$ cat src/rtl/rom_load_pkg.sv
// rtl/rom_load_pkg.sv - shared types, region map and decode helpers for the ROM load sequencer
package rom_load_pkg;

    typedef enum logic [2:0] {
        IDLE,
        LOAD,
        CHECK,
        HOLD,
        RUN
    } state_t;

    localparam int REGION_COUNT = 4;
    localparam int ADDR_W       = 25;
    localparam int ROM_ADDR_W   = 13;
    localparam int COUNT_W      = 17;

    localparam logic [ADDR_W-1:0] PROG_BASE      = 25'h0000;
    localparam logic [ADDR_W-1:0] PF_GFX_BASE    = 25'h2000;
    localparam logic [ADDR_W-1:0] CAR_GFX_BASE   = 25'h2800;
    localparam logic [ADDR_W-1:0] SYNC_PROM_BASE = 25'h2A00;

    localparam int PROG_SIZE      = 8192;
    localparam int PF_GFX_SIZE    = 2048;
    localparam int CAR_GFX_SIZE   = 512;
    localparam int SYNC_PROM_SIZE = 256;

    localparam logic [ADDR_W-1:0] IMAGE_END = 25'h2B00;

    function automatic logic [REGION_COUNT-1:0] region_of(input logic [ADDR_W-1:0] addr);
        logic [REGION_COUNT-1:0] r;
        r = '0;
        if (addr < PF_GFX_BASE)         r = 4'b0001;
        else if (addr < CAR_GFX_BASE)   r = 4'b0010;
        else if (addr < SYNC_PROM_BASE) r = 4'b0100;
        else if (addr < IMAGE_END)      r = 4'b1000;
        return r;
    endfunction

    // Bases reduced modulo the 13-bit local address space; the offset is
    // computed in that space, so the upper address bits never matter.
    function automatic logic [ROM_ADDR_W-1:0] region_base(input logic [REGION_COUNT-1:0] region);
        logic [ROM_ADDR_W-1:0] b;
        case (region)
            4'b0010: b = PF_GFX_BASE[ROM_ADDR_W-1:0];
            4'b0100: b = CAR_GFX_BASE[ROM_ADDR_W-1:0];
            4'b1000: b = SYNC_PROM_BASE[ROM_ADDR_W-1:0];
            default: b = PROG_BASE[ROM_ADDR_W-1:0];
        endcase
        return b;
    endfunction

endpackage

$ cat src/rtl/rom_load_sequencer_if.sv
// rtl/rom_load_sequencer_if.sv - ioctl download stream in, ROM write port and status out
interface rom_load_sequencer_if;

    logic        ioctl_download;
    logic        ioctl_wr;
    logic [24:0] ioctl_addr;
    logic [7:0]  ioctl_dout;

    logic [12:0] rom_addr;
    logic [7:0]  rom_data;
    logic [3:0]  rom_we;
    logic        core_reset_n;
    logic        load_done;
    logic        load_err;
    logic [16:0] byte_count;

    modport master (
        output ioctl_download, ioctl_wr, ioctl_addr, ioctl_dout,
        input  rom_addr, rom_data, rom_we, core_reset_n, load_done, load_err, byte_count
    );

    modport slave (
        input  ioctl_download, ioctl_wr, ioctl_addr, ioctl_dout,
        output rom_addr, rom_data, rom_we, core_reset_n, load_done, load_err, byte_count
    );

endinterface

$ cat src/rtl/rom_region_decode.sv
// rtl/rom_region_decode.sv - flat image address to one-hot region and region-local offset
module rom_region_decode
    import rom_load_pkg::*;
(
    input  logic [ADDR_W-1:0]       addr,
    output logic [REGION_COUNT-1:0] region,
    output logic [ROM_ADDR_W-1:0]   offset
);

    always_comb begin
        region = region_of(addr);
        offset = addr[ROM_ADDR_W-1:0] - region_base(region);
    end

endmodule

$ cat src/rtl/rom_load_sequencer.sv
// rtl/rom_load_sequencer.sv - steers an HPS ROM download into core ROM regions and gates core reset
module rom_load_sequencer
    import rom_load_pkg::*;
#(
    parameter int TOTAL_BYTES = 11008,
    parameter int HOLD_CYCLES = 1024,
    parameter int CHECK_ORDER = 1
) (
    input  logic                 clk_sys,
    input  logic                 reset,
    rom_load_sequencer_if.slave  bus
);

    localparam int HOLD_W = (HOLD_CYCLES > 0) ? $clog2(HOLD_CYCLES + 1) : 1;
    localparam logic [HOLD_W-1:0]  HOLD_LAST   = (HOLD_CYCLES > 0) ? HOLD_W'(HOLD_CYCLES - 1) : '0;
    localparam logic [ADDR_W-1:0]  TOTAL_ADDR  = ADDR_W'(TOTAL_BYTES);
    localparam logic [COUNT_W-1:0] TOTAL_COUNT = COUNT_W'(TOTAL_BYTES);
    localparam logic [COUNT_W-1:0] COUNT_MAX   = '1;

    state_t                  state;
    logic [HOLD_W-1:0]       hold_cnt;
    logic [ROM_ADDR_W-1:0]   rom_addr_q;
    logic [7:0]              rom_data_q;
    logic [REGION_COUNT-1:0] rom_we_q;
    logic                    core_reset_n_q;
    logic                    load_done_q;
    logic                    load_err_q;
    logic [COUNT_W-1:0]      byte_count_q;

    logic [REGION_COUNT-1:0] dec_region;
    logic [ROM_ADDR_W-1:0]   dec_offset;
    logic                    in_range;
    logic                    out_of_order;
    logic                    hold_expired;

    rom_region_decode u_decode (
        .addr   (bus.ioctl_addr),
        .region (dec_region),
        .offset (dec_offset)
    );

    always_comb begin
        in_range     = bus.ioctl_addr < TOTAL_ADDR;
        out_of_order = (CHECK_ORDER != 0) && (bus.ioctl_addr != {8'd0, byte_count_q});
        hold_expired = (HOLD_CYCLES == 0) || (hold_cnt == HOLD_LAST);
    end

    always_ff @(posedge clk_sys or posedge reset) begin
        if (reset) begin
            state          <= IDLE;
            hold_cnt       <= '0;
            rom_addr_q     <= '0;
            rom_data_q     <= '0;
            rom_we_q       <= '0;
            core_reset_n_q <= 1'b0;
            load_done_q    <= 1'b0;
            load_err_q     <= 1'b0;
            byte_count_q   <= '0;
        end else begin
            rom_we_q <= '0;
            case (state)
                IDLE: begin
                    if (bus.ioctl_download) begin
                        state        <= LOAD;
                        byte_count_q <= '0;
                        load_err_q   <= 1'b0;
                        load_done_q  <= 1'b0;
                    end
                end
                LOAD: begin
                    // A strobe coinciding with the falling download edge still lands.
                    if (bus.ioctl_wr) begin
                        rom_addr_q <= dec_offset;
                        rom_data_q <= bus.ioctl_dout;
                        rom_we_q   <= in_range ? dec_region : '0;
                        if (byte_count_q != COUNT_MAX)
                            byte_count_q <= byte_count_q + 1'b1;
                        if (!in_range || out_of_order)
                            load_err_q <= 1'b1;
                    end
                    if (!bus.ioctl_download)
                        state <= CHECK;
                end
                CHECK: begin
                    hold_cnt <= '0;
                    if (byte_count_q != TOTAL_COUNT)
                        load_err_q <= 1'b1;
                    if (byte_count_q != TOTAL_COUNT || load_err_q) begin
                        load_done_q <= 1'b0;
                        state       <= IDLE;
                    end else begin
                        state <= HOLD;
                    end
                end
                HOLD: begin
                    if (hold_expired) begin
                        state          <= RUN;
                        load_done_q    <= 1'b1;
                        core_reset_n_q <= 1'b1;
                    end else begin
                        hold_cnt <= hold_cnt + 1'b1;
                    end
                end
                RUN: begin
                    // Core goes back into reset before the first new byte can be written.
                    if (bus.ioctl_download) begin
                        state          <= LOAD;
                        core_reset_n_q <= 1'b0;
                        byte_count_q   <= '0;
                        load_err_q     <= 1'b0;
                        load_done_q    <= 1'b0;
                    end
                end
                default: begin
                    state          <= IDLE;
                    core_reset_n_q <= 1'b0;
                end
            endcase
        end
    end

    assign bus.rom_addr     = rom_addr_q;
    assign bus.rom_data     = rom_data_q;
    assign bus.rom_we       = rom_we_q;
    assign bus.core_reset_n = core_reset_n_q;
    assign bus.load_done    = load_done_q;
    assign bus.load_err     = load_err_q;
    assign bus.byte_count   = byte_count_q;

endmodule
$ cat src/flat_wrapper.sv
// flat-port wrapper written by rule: the top's interface ports become plain ports
module rom_load_sequencer_flat import rom_load_pkg::*;
#(
    parameter int TOTAL_BYTES = 11008,
    parameter int HOLD_CYCLES = 1024,
    parameter int CHECK_ORDER = 1
)
  (clk_sys, reset, bus_ioctl_download, bus_ioctl_wr, bus_ioctl_addr, bus_ioctl_dout, bus_rom_addr, bus_rom_data, bus_rom_we, bus_core_reset_n, bus_load_done, bus_load_err, bus_byte_count);
  rom_load_sequencer_if bus_i ();
  input  logic clk_sys;
  input  logic reset;
  input wire logic [$bits(bus_i.ioctl_download)-1:0] bus_ioctl_download;
  input wire logic [$bits(bus_i.ioctl_wr)-1:0] bus_ioctl_wr;
  input wire logic [$bits(bus_i.ioctl_addr)-1:0] bus_ioctl_addr;
  input wire logic [$bits(bus_i.ioctl_dout)-1:0] bus_ioctl_dout;
  output wire logic [$bits(bus_i.rom_addr)-1:0] bus_rom_addr;
  output wire logic [$bits(bus_i.rom_data)-1:0] bus_rom_data;
  output wire logic [$bits(bus_i.rom_we)-1:0] bus_rom_we;
  output wire logic [$bits(bus_i.core_reset_n)-1:0] bus_core_reset_n;
  output wire logic [$bits(bus_i.load_done)-1:0] bus_load_done;
  output wire logic [$bits(bus_i.load_err)-1:0] bus_load_err;
  output wire logic [$bits(bus_i.byte_count)-1:0] bus_byte_count;
  assign bus_i.ioctl_download = bus_ioctl_download;
  assign bus_i.ioctl_wr = bus_ioctl_wr;
  assign bus_i.ioctl_addr = bus_ioctl_addr;
  assign bus_i.ioctl_dout = bus_ioctl_dout;
  assign bus_rom_addr = bus_i.rom_addr;
  assign bus_rom_data = bus_i.rom_data;
  assign bus_rom_we = bus_i.rom_we;
  assign bus_core_reset_n = bus_i.core_reset_n;
  assign bus_load_done = bus_i.load_done;
  assign bus_load_err = bus_i.load_err;
  assign bus_byte_count = bus_i.byte_count;
  rom_load_sequencer #(.TOTAL_BYTES(TOTAL_BYTES), .HOLD_CYCLES(HOLD_CYCLES), .CHECK_ORDER(CHECK_ORDER)) u_core (.clk_sys(clk_sys), .reset(reset), .bus(bus_i));
endmodule
$ cat config.mk
export PLATFORM = sky130hd
export DESIGN_NAME = rom_load_sequencer_flat
export DESIGN_NICKNAME = d
export VERILOG_FILES = /design/src/rtl/rom_load_pkg.sv /design/src/rtl/rom_load_sequencer_if.sv /design/src/rtl/rom_region_decode.sv /design/src/rtl/rom_load_sequencer.sv /design/src/flat_wrapper.sv
export SDC_FILE = /design/constraint.sdc
export NUM_CORES = 1
export LEC_CHECK = 0
export BUFFER_PORTS_ARGS = -buffer_cell sky130_fd_sc_hd__buf_2
export CAP_MARGIN = 20
export CORE_UTILIZATION = 53
export DETAILED_ROUTE_END_ITERATION = 8
export PLACE_DENSITY = 0.8
export SYNTH_ARGS = -nofsm -noshare
export SYNTH_HDL_FRONTEND = slang
export SYNTH_SLANG_ARGS = --single-unit
$ cat constraint.sdc
create_clock -name clk_sys -period 3.1 [get_ports clk_sys]
set_clock_uncertainty 0.1 [all_clocks]
set_input_delay 0.62 -clock clk_sys [delete_from_list [all_inputs] [get_ports clk_sys]]
set_output_delay 0.62 -clock clk_sys [all_outputs]
set_load 0.05 [all_outputs]
==> impl_metrics.yaml, run 1 <==
worst_hold_path:
  hold_path_class: "input port to asynchronous set/reset pin"
cells_and_area:
  final_cells: 510
  drive_gt1_share_pct: 25.8
  multi_input_area_um2: 1610
  fin_nets: 477
  fillers: 460
  antenna_cells: 0
  fin_util_pct: 68.6
  area_growth_pct: 21.7
  seqCellArea_um2: 1480
placed_design:
  place_inst: 494
  dp_worst_setup_slack_ns: 0.384
  place.port_buffers: 81
  dp_hpwl_mm: 5.77
  gp_congestion: 0.847
timing:
  hold_violations: 0
  rsz0062_at_grt: "no"
  fin_crit_ns: 2.74
  tns_ns: 0
  worst_slew_pin_slew_ns: 0.755
  finalMaxSlewViolations: 0
  max_freq_ghz: 0.366
  postLayoutSetupSlackWorst_ns: 0.365
  max_slew_margin_pct: 49.6
  setup_viol: 0
  fin_crit_sh_pct: 88.2
logic_synthesis:
  syn_area_um2: 3200
  synth_xor_xnor_area_share_pct: 5.48
  yosysTopAreaCellShare_pct: 46.1
  synth-compound-area-share_pct: 13.6
  synth-simple-area-share_pct: 27.3
  synth_fa_ha_area_share_pct: 2.74
  yosysTopAreaCell: "dfrtp_1"
  synthCells: 355
  synth_top_family_by_area: "simple AND/OR/NAND/NOR gates"
  synth.area.top_cells: "dfrtp_1, nand2_1, xnor2_1"
  ys_types: 47
  synthArstFlopShare_pct: 100
  synth_edf_count: 0
  yosysSeqAreaShare_pct: 46.1
  dominantRegCellSynth: "dfrtp_1"
  ys_ff_latch: 59
  syn_nets: 399
  yosys_warnings: 0
  postSynthAreaPerCell_um2: 9.01
  synthMuxAreaShare_pct: 1.25
floorplanning:
  dieArea_um2: 6350
  die_x_um: 79.7
  std_cell_rows: 27
  die_height_um: 79.7
  start_util_pct: 56.4
  core-area_um2: 5680
  io_pins: 82
critical_path:
  cp_data_arrival_time_ns: 2.86
  critical-path-max-stage-delay_ns: 0.70
  slowest_stage: "a2111oi_2"
  critPathMaxFanout: 8
  crit_type: "flip-flop to flip-flop"
  crit_buf_inv: 0
  cp-end-kind: "flip-flop"
  cp_cell_sequence: "and4_1 > nand3_1 > nor4_1 > ha_1 > nand4bb_4 > a2111oi_2 > a31oi_1 > a41o_1"
  crit_family: "compound AO/OA/AOI/OAI gates"
  crit_required_ns: 3.23
  setup.worst_path.start_class: "flip-flop"
global_routing:
  first_global_vias: 2850
  grt_max_degree: 60
  gr-total-overflow: 0
  grt_usage_pct: 28.4
  grt_first_pass_wirelength_mm: 13.6
  antenna_found_initial: 0
drt:
  num_vias: 2992
  drt_iter0_drc: 187
  drc_errors: 0
  via_per_inst: 5.87
  wl_mm: 8.15
  ant_nets: 0
  first_pass_iters: 4
  post_drt_wl_per_cell_um: 16.0
cts:
  cts_buffers: 9
  insertion_delay_ns: 0.34
  cts_root_buf: "clkbuf_8"
  cts_sinks: 59
  cts_setup_buffers: 0
  clockBufferDepth: 2
  cts_hold_buf: 0
  ctsResizeCount: 0
  cts.clk_slew.worst_paths_ns: 0.07
  cts_tree: "done"
  htreeDepth: 3
pwr:
  ir_drop_mv: 0.544
  internal_power_uw: 1650
  combPwrFrac_pct: 34.6
  p_seq_share_pct: 37.2
  p_per_area_nw_per_um2: 729
  totalPowerFinal_uw: 2840
  switching_share_pct: 42.0
  power_switching_uw: 1190
  power_frac_clock_pct: 28.2
  p_leak_uw: 0.00191
flow_run:
  max-cap-violations: 0
status:
  status: "completed"
-- placed cells by master, fill, tap and decap left out, types with 3 or more instances in the layout --
cell      instances
a21oi_1          18
mux2i_1           4
and4_1            3
buf_4             4
nand2b_1          7
o21ai_0          18
or3b_2            3
nor2_1           12
clkbuf_8         11
ha_1              7
and3_1            3
nor3_1            8
clkinv_2          3
dfrtp_1          59
xor2_1            8
a21o_1            3
inv_1             8
nand2_1          80
nor4_1            9
or3_1             6
nand4_1           5
o21a_1            4
nand3_1          13
or4_1             8
a31oi_1           3
o31ai_1           7
xnor2_1          12
or2_2             3
buf_2            81
-- synthesized netlist by cell type, types with 8 or more instances --
cell,n
xnor2_1,12
nor3_1,8
nor2_1,12
a21oi_1,18
xor2_1,8
nand3_1,13
nand2_1,80
o21ai_0,18
nor4_1,9
dfrtp_1,59
inv_1,9
clkbuf_1,14
or4_1,8
-- final cells by class --
cell class / instances / share of cell area, %
timing repair buffer: 86 / 11.7
tap: 72 / 2.31
multi-input combinational: 268 / 41.4
clock buffer: 11 / 3.89
clock inverter: 5 / 1.93
sequential: 59 / 37.9
inverter: 9 / 0.867
-- metal layers --
layer | wire [µm] | track usage [%] | share of wire [%] | vias up
met5 | 0 | 0 | 0 | -
met4 | 141 | 12.2 | 1.7 | 0
met3 | 481 | 5.14 | 5.9 | 13
met2 | 3910 | 45.1 | 48 | 99
met1 | 3620 | 37.9 | 44 | 1455
li1 | - | - | - | 1425
-- worst reg2reg max path: stages, from the launching register on --
cell and delay (ns):
dfrtp_1 0.46, and4_1 0.27, nand3_1 0.17, nor4_1 0.08
ha_1 0.18, nand4bb_4 0.24, a2111oi_2 0.70, a31oi_1 0.18
a41o_1 0.24
-- metrics by stage --
step / instance area (µm²) / hold WS [ns]
global placement: 3670 / 0.352
CTS: 3890 / 0.243
detailed placement: 3670 / 0.358
global route: 3890 / 0.261
floorplan: 3200 / 0.350
finish: 3890 / 0.227
-- state kept, by name, indices dropped and copies added (netlist names) --
signal	count
u_core.bus.byte_count	17
u_core.bus.rom_addr	13
u_core.hold_cnt	11
u_core.bus.rom_data	8
u_core.bus.rom_we	4
u_core.state	3
u_core.bus.core_reset_n	1
u_core.bus.load_done	1
u_core.bus.load_err	1
-- worst paths after layout --
| path | start | to | slack (ns) | cells after the start |
|---|---|---|---|---|
| max in group asynchronous | reset | u_core.bus.byte_count[14] | 2.40 | 3 |
| worst max register to register | u_core.bus.byte_count[8] | u_core.bus.byte_count[12] | 0.36 | 8 |
| worst min-delay path | reset | u_core.hold_cnt[8] | 0.23 | 3 |
| worst max-delay path | u_core.bus.byte_count[8] | u_core.bus.byte_count[12] | 0.36 | 8 |
| worst min register to register | u_core.bus.rom_data[4] | u_core.bus.rom_data[4] | 0.37 | 2 |
| min in group clk_sys | bus_ioctl_dout[4] | u_core.bus.rom_data[4] | 0.36 | 3 |
-- power groups by stage --
stage	sequential (µW)	combinational (µW)	clock [µW]
4_1_cts	1060	985	808
2_1_floorplan	1470	312	0
3_3_place_gp	1050	963	0
5_1_grt	1080	1060	844
3_5_place_dp	1070	980	0
6_report	1060	981	802
-- kinds of logic after synthesis --
kind of cell / Yosys count
simple gates: 170
compound gates: 67
mux: 4
fa+ha+maj: 7
buf+inv: 28
xor+xnor: 20
flops: 59
Note: power is estimated with default switching activity, not from simulation.
==> run 2: changes to the inputs <==
clock period = 2.75 ns   (was 3.1 ns; I/O delays follow)
==> run 2 against run 1 <==
  * First-iteration DRC count down 15%
  * Sequential power up 10%
  * Total power up 5.8%
  * Utilization up 1.2 points
  * Via count up 1.4%
  * Worst setup slack worse by 0.24 ns
  * Critical endpoint is now u_core.bus.byte_count[15]
  * Fmax up 4.3%
  * Combinational power up 16%
  * Final cell count up 2.9%
  * Cell area up 1.8%
  * Clock power down 13%
  * Non-clock buffer count up 15
==> impl_metrics.yaml, run 2 (synthesized netlist as in run 1, its figures left out) <==
status:
  status: "completed"
drt:
  drt_iter0_drc: 159
  num_vias: 3035
  first_pass_iters: 5
  ant_nets: 0
  post_drt_wl_per_cell_um: 15.3
  via_per_inst: 5.78
  drc_errors: 0
  wl_mm: 8.04
cells_and_area:
  drive_gt1_share_pct: 28.5
  final_common_cell: "buf_2"
  fin_nets: 492
  largest_register_ffs: 17
  area_growth_pct: 23.9
  fillers: 472
  antenna_cells: 0
  mostFrequentLayoutCells: "buf_2, nand2_1, dfrtp_1"
placed_design:
  dp_hpwl_mm: 6.10
  dp_worst_setup_slack_ns: 0.114
  place.port_buffers: 81
  gp_congestion: 0.859
timing:
  fin_crit_ns: 2.62
  postLayoutSetupSlackWorst_ns: 0.127
  max_freq_ghz: 0.381
  hold_violations: 0
  worst_slew_pin_slew_ns: 0.578
  finalMaxSlewViolations: 0
  tns_ns: 0
  fin_crit_sh_pct: 95.4
  max_slew_margin_pct: 61.4
  rsz0062_at_grt: "no"
  setup_viol: 0
cts:
  cts_buffers: 9
  cts_hold_buf: 0
  cts_tree: "done"
  cts_setup_buffers: 0
  cts.clk_slew.worst_paths_ns: 0.07
  htreeDepth: 3
  cts_root_buf: "clkbuf_8"
  insertion_delay_ns: 0.33
  cts_sinks: 59
  ctsResizeCount: 0
  clockBufferDepth: 2
critical_path:
  cp-end-kind: "flip-flop"
  slowest_stage: "a2111o_1"
  crit_path_frequent_cell: "ha_1"
  crit_type: "flip-flop to flip-flop"
  cp.depth: 8
  cp_cell_sequence: "ha_1 > nand3_1 > nor4_1 > ha_1 > nand4bb_4 > a2111o_1 > or4_1 > a21oi_1"
  crit_family: "simple AND/OR/NAND/NOR gates"
  setup.worst_path.start_class: "flip-flop"
  critPathMaxFanout: 9
  reg2reg_depth: 8
  critical-path-max-stage-delay_ns: 0.50
  cp_data_arrival_time_ns: 2.78
  crit_buf_inv: 0
  crit_required_ns: 2.91
floorplanning:
  io_pins: 82
  start_util_pct: 56.4
  std_cell_rows: 27
  die_height_um: 79.7
  die_x_um: 79.7
  dieArea_um2: 6350
  core-area_um2: 5680
global_routing:
  antenna_found_initial: 0
  gr-total-overflow: 0
  grt_usage_pct: 28.3
  grt_first_pass_wirelength_mm: 13.7
  first_global_vias: 2897
  grt_max_degree: 34
flow_run:
  max-cap-violations: 0
pwr:
  p_leak_uw: 0.00196
  p_per_area_nw_per_um2: 757
  ir_drop_mv: 0.515
worst_hold_path:
  hold_path_class: "input port to asynchronous set/reset pin"
[run 2: layout make-up]
type,instances,area [µm²],share of cell area [%]
multi-input cells,268,1620,40.9
flip-flops and latches,59,1480,37.3
repair buffers,101,568,14.3
clock buffers,14,163,4.10
well taps,72,90.1,2.27
inverters,9,33.8,0.852
clock inverters,2,10.0,0.253
[run 2: final timing paths]
check	start	to	slack [ns]
worst min register to register	u_core.bus.rom_data[2]	u_core.bus.rom_data[2]	0.37
min in group clk_sys	bus_ioctl_dout[1]	u_core.bus.rom_data[1]	0.31
worst max register to register	u_core.bus.byte_count[0]	u_core.bus.byte_count[15]	0.13
worst max-delay path	u_core.bus.byte_count[0]	u_core.bus.byte_count[15]	0.13
worst min-delay path	reset	u_core.bus.rom_data[7]	0.17
max in group asynchronous	reset	u_core.bus.byte_count[0]	1.78
[run 2: where the power goes]
group / switching [µW] / leakage, µW / internal, µW
registers: 134 / 0.000777 / 1030
logic: 854 / 0.00109 / 287
clock network: 321 / 0.0000905 / 374
total: 1310 / 0.00196 / 1690
[run 2: metrics by stage]
| stage | hold WS, ns | cell area, µm² | utilization [%] | total power [µW] | cells |
|---|---|---|---|---|---|
| 3_5_place_dp | 0.356 | 3790 | 66.8 | 2320 | 509 |
| 6_report | 0.169 | 3960 | 69.8 | 3000 | 525 |
| 2_1_floorplan | 0.350 | 3220 | - | 2010 | 355 |
| 3_3_place_gp | 0.353 | 3790 | 66.8 | 2290 | 509 |
| 5_1_grt | 0.203 | 3960 | 69.8 | 3180 | 525 |
| 4_1_cts | 0.187 | 3960 | 69.8 | 3020 | 525 |
[run 2: layer usage]
metal  vias up  share of wire, %  GRT usage, %
li1       1446                 -             -
met5         -                 0             0
met3         9               7.9          7.09
met1      1457                42          38.0
met4         0               1.2          7.09
met2       123                49          45.8
==> run 3: changes to the inputs <==
PLACE_DENSITY = 0.85   (was 0.8)
==> run 3 against run 2 <==
  * Sequential cell count unchanged
  * Via count down 0.49%
  * Worst setup slack better by 0.010 ns
  * Worst hold slack worse by 0.0077 ns
  * First-iteration DRC count up 9.4%
  * Global-route usage about the same
  * Utilization down 0.15 points
==> impl_metrics.yaml, run 3 (synthesized netlist as in run 1, its figures left out) <==
cts:
  ctsResizeCount: 0
  insertion_delay_ns: 0.34
  cts_tree: "done"
  clockBufferDepth: 2
  cts_root_buf: "clkbuf_8"
  htreeDepth: 3
  cts_sinks: 59
  cts_setup_buffers: 0
  cts_buffers: 9
  cts_hold_buf: 0
  cts.clk_slew.worst_paths_ns: 0.06
timing:
  setup_viol: 0
  fin_crit_sh_pct: 95.0
  max_slew_margin_pct: 61.1
  fin_crit_ns: 2.61
  finalMaxSlewViolations: 0
  rsz0062_at_grt: "no"
  tns_ns: 0
  hold_violations: 0
  worst_slew_pin_slew_ns: 0.584
  max_freq_ghz: 0.383
critical_path:
  cp-endpoint: "u_core.bus.byte_count[15]"
  r2r-end: "u_core.bus.byte_count[15]"
  reg2reg_from: "u_core.bus.byte_count[0]"
  crit_start: "u_core.bus.byte_count[0]"
  critPathMaxFanout: 9
  crit_required_ns: 2.91
  setup.worst_path.start_class: "flip-flop"
  cp_data_arrival_time_ns: 2.78
  reg2reg_setup_slack_ns: 0.14
  crit_type: "flip-flop to flip-flop"
  cp-end-kind: "flip-flop"
  reg2reg_depth: 8
status:
  status: "completed"
floorplanning:
  io_pins: 82
  core-area_um2: 5680
  dieArea_um2: 6350
  die_x_um: 79.7
  std_cell_rows: 27
  die_height_um: 79.7
  start_util_pct: 56.4
pwr:
  p_leak_uw: 0.00195
  ir_drop_mv: 0.568
  p_per_area_nw_per_um2: 767
cells_and_area:
  fin_nets: 490
  antenna_cells: 0
  largest_register_ffs: 17
  area_growth_pct: 23.6
  drive_gt1_share_pct: 28.4
  fin_util_pct: 69.7
  final_common_cell: "buf_2"
  mostFrequentLayoutCells: "buf_2, nand2_1, dfrtp_1"
global_routing:
  grt_first_pass_wirelength_mm: 13.7
  first_global_vias: 2980
  grt_max_degree: 35
  gr-total-overflow: 0
  antenna_found_initial: 0
  grt_usage_pct: 28.3
drt:
  ant_nets: 0
  post_drt_wl_per_cell_um: 15.5
  first_pass_iters: 4
  drt_iter0_drc: 174
  via_per_inst: 5.79
  drc_errors: 0
  num_vias: 3020
  wl_mm: 8.09
placed_design:
  gp_congestion: 0.904
  dp_hpwl_mm: 5.99
  place.port_buffers: 81
flow_run:
  max-cap-violations: 0
worst_hold_path:
  hold_path_class: "input port to asynchronous set/reset pin"
==> run 3: cell count changes in the layout (fill, tap and decap cells not counted), sizes merged <==
| cell | delta |
|---|---|
| buf | -2 |
| clkbuf | -1 |
==> run 3: layer usage <==
metal	track usage [%]	routed length, µm
met3	7.09	540
met5	0	0
met4	13.6	129
met2	44.4	3890
met1	36.4	3530
==> run 3: worst min-delay path by stage <==
stage | startpoint | endpoint | slack (ns) | cells after the start
2_1_floorplan | u_core.hold_cnt[9] | u_core.hold_cnt[10] | 0.35 | 1
3_3_place_gp | u_core.bus.rom_addr[5] | u_core.bus.rom_addr[5] | 0.35 | 2
3_5_place_dp | u_core.bus.rom_addr[6] | u_core.bus.rom_addr[6] | 0.36 | 2
4_1_cts | reset | u_core.bus.rom_data[0] | 0.17 | 2
5_1_grt | reset | u_core.bus.rom_data[0] | 0.20 | 2
6_report | reset | u_core.bus.rom_addr[6] | 0.16 | 2
==> run 3: stage by stage <==
stage	setup WS [ns]	hold slack [ns]	instance area (µm²)	power (µW)	cells
after floorplan	0.00352	0.350	3220	2010	355
after global placement	0.236	0.352	3780	2300	507
after detailed placement	0.153	0.357	3780	2330	507
after CTS	0.136	0.170	3960	3050	522
after global routing	0.0113	0.200	3960	3190	522
final	0.137	0.161	3960	3030	522
==> run 3: final cells by class <==
class / instances / area, µm²
clock buffer: 13 / 169
fill: 450 / 1720
clock inverter: 2 / 10.0
tap: 72 / 90.1
inverter: 9 / 33.8
multi-input combinational: 268 / 1620
timing repair buffer: 99 / 553
sequential: 59 / 1480
==> run 3: worst max-delay path: stages (launching register included) <==
cell       delay (ns)
dfrtp_2          0.40
ha_1             0.26
nand3_1          0.10
nor4_1           0.05
ha_1             0.19
nand4bb_4        0.25
a2111o_1         0.54
or4_1            0.49
a21oi_1          0.16
==> run 3: where the power goes <==
group / total [µW] / internal, µW / switching [µW]
logic: 1160 / 295 / 866
registers: 1150 / 1030 / 122
clock network: 717 / 393 / 325
total: 3030 / 1720 / 1310
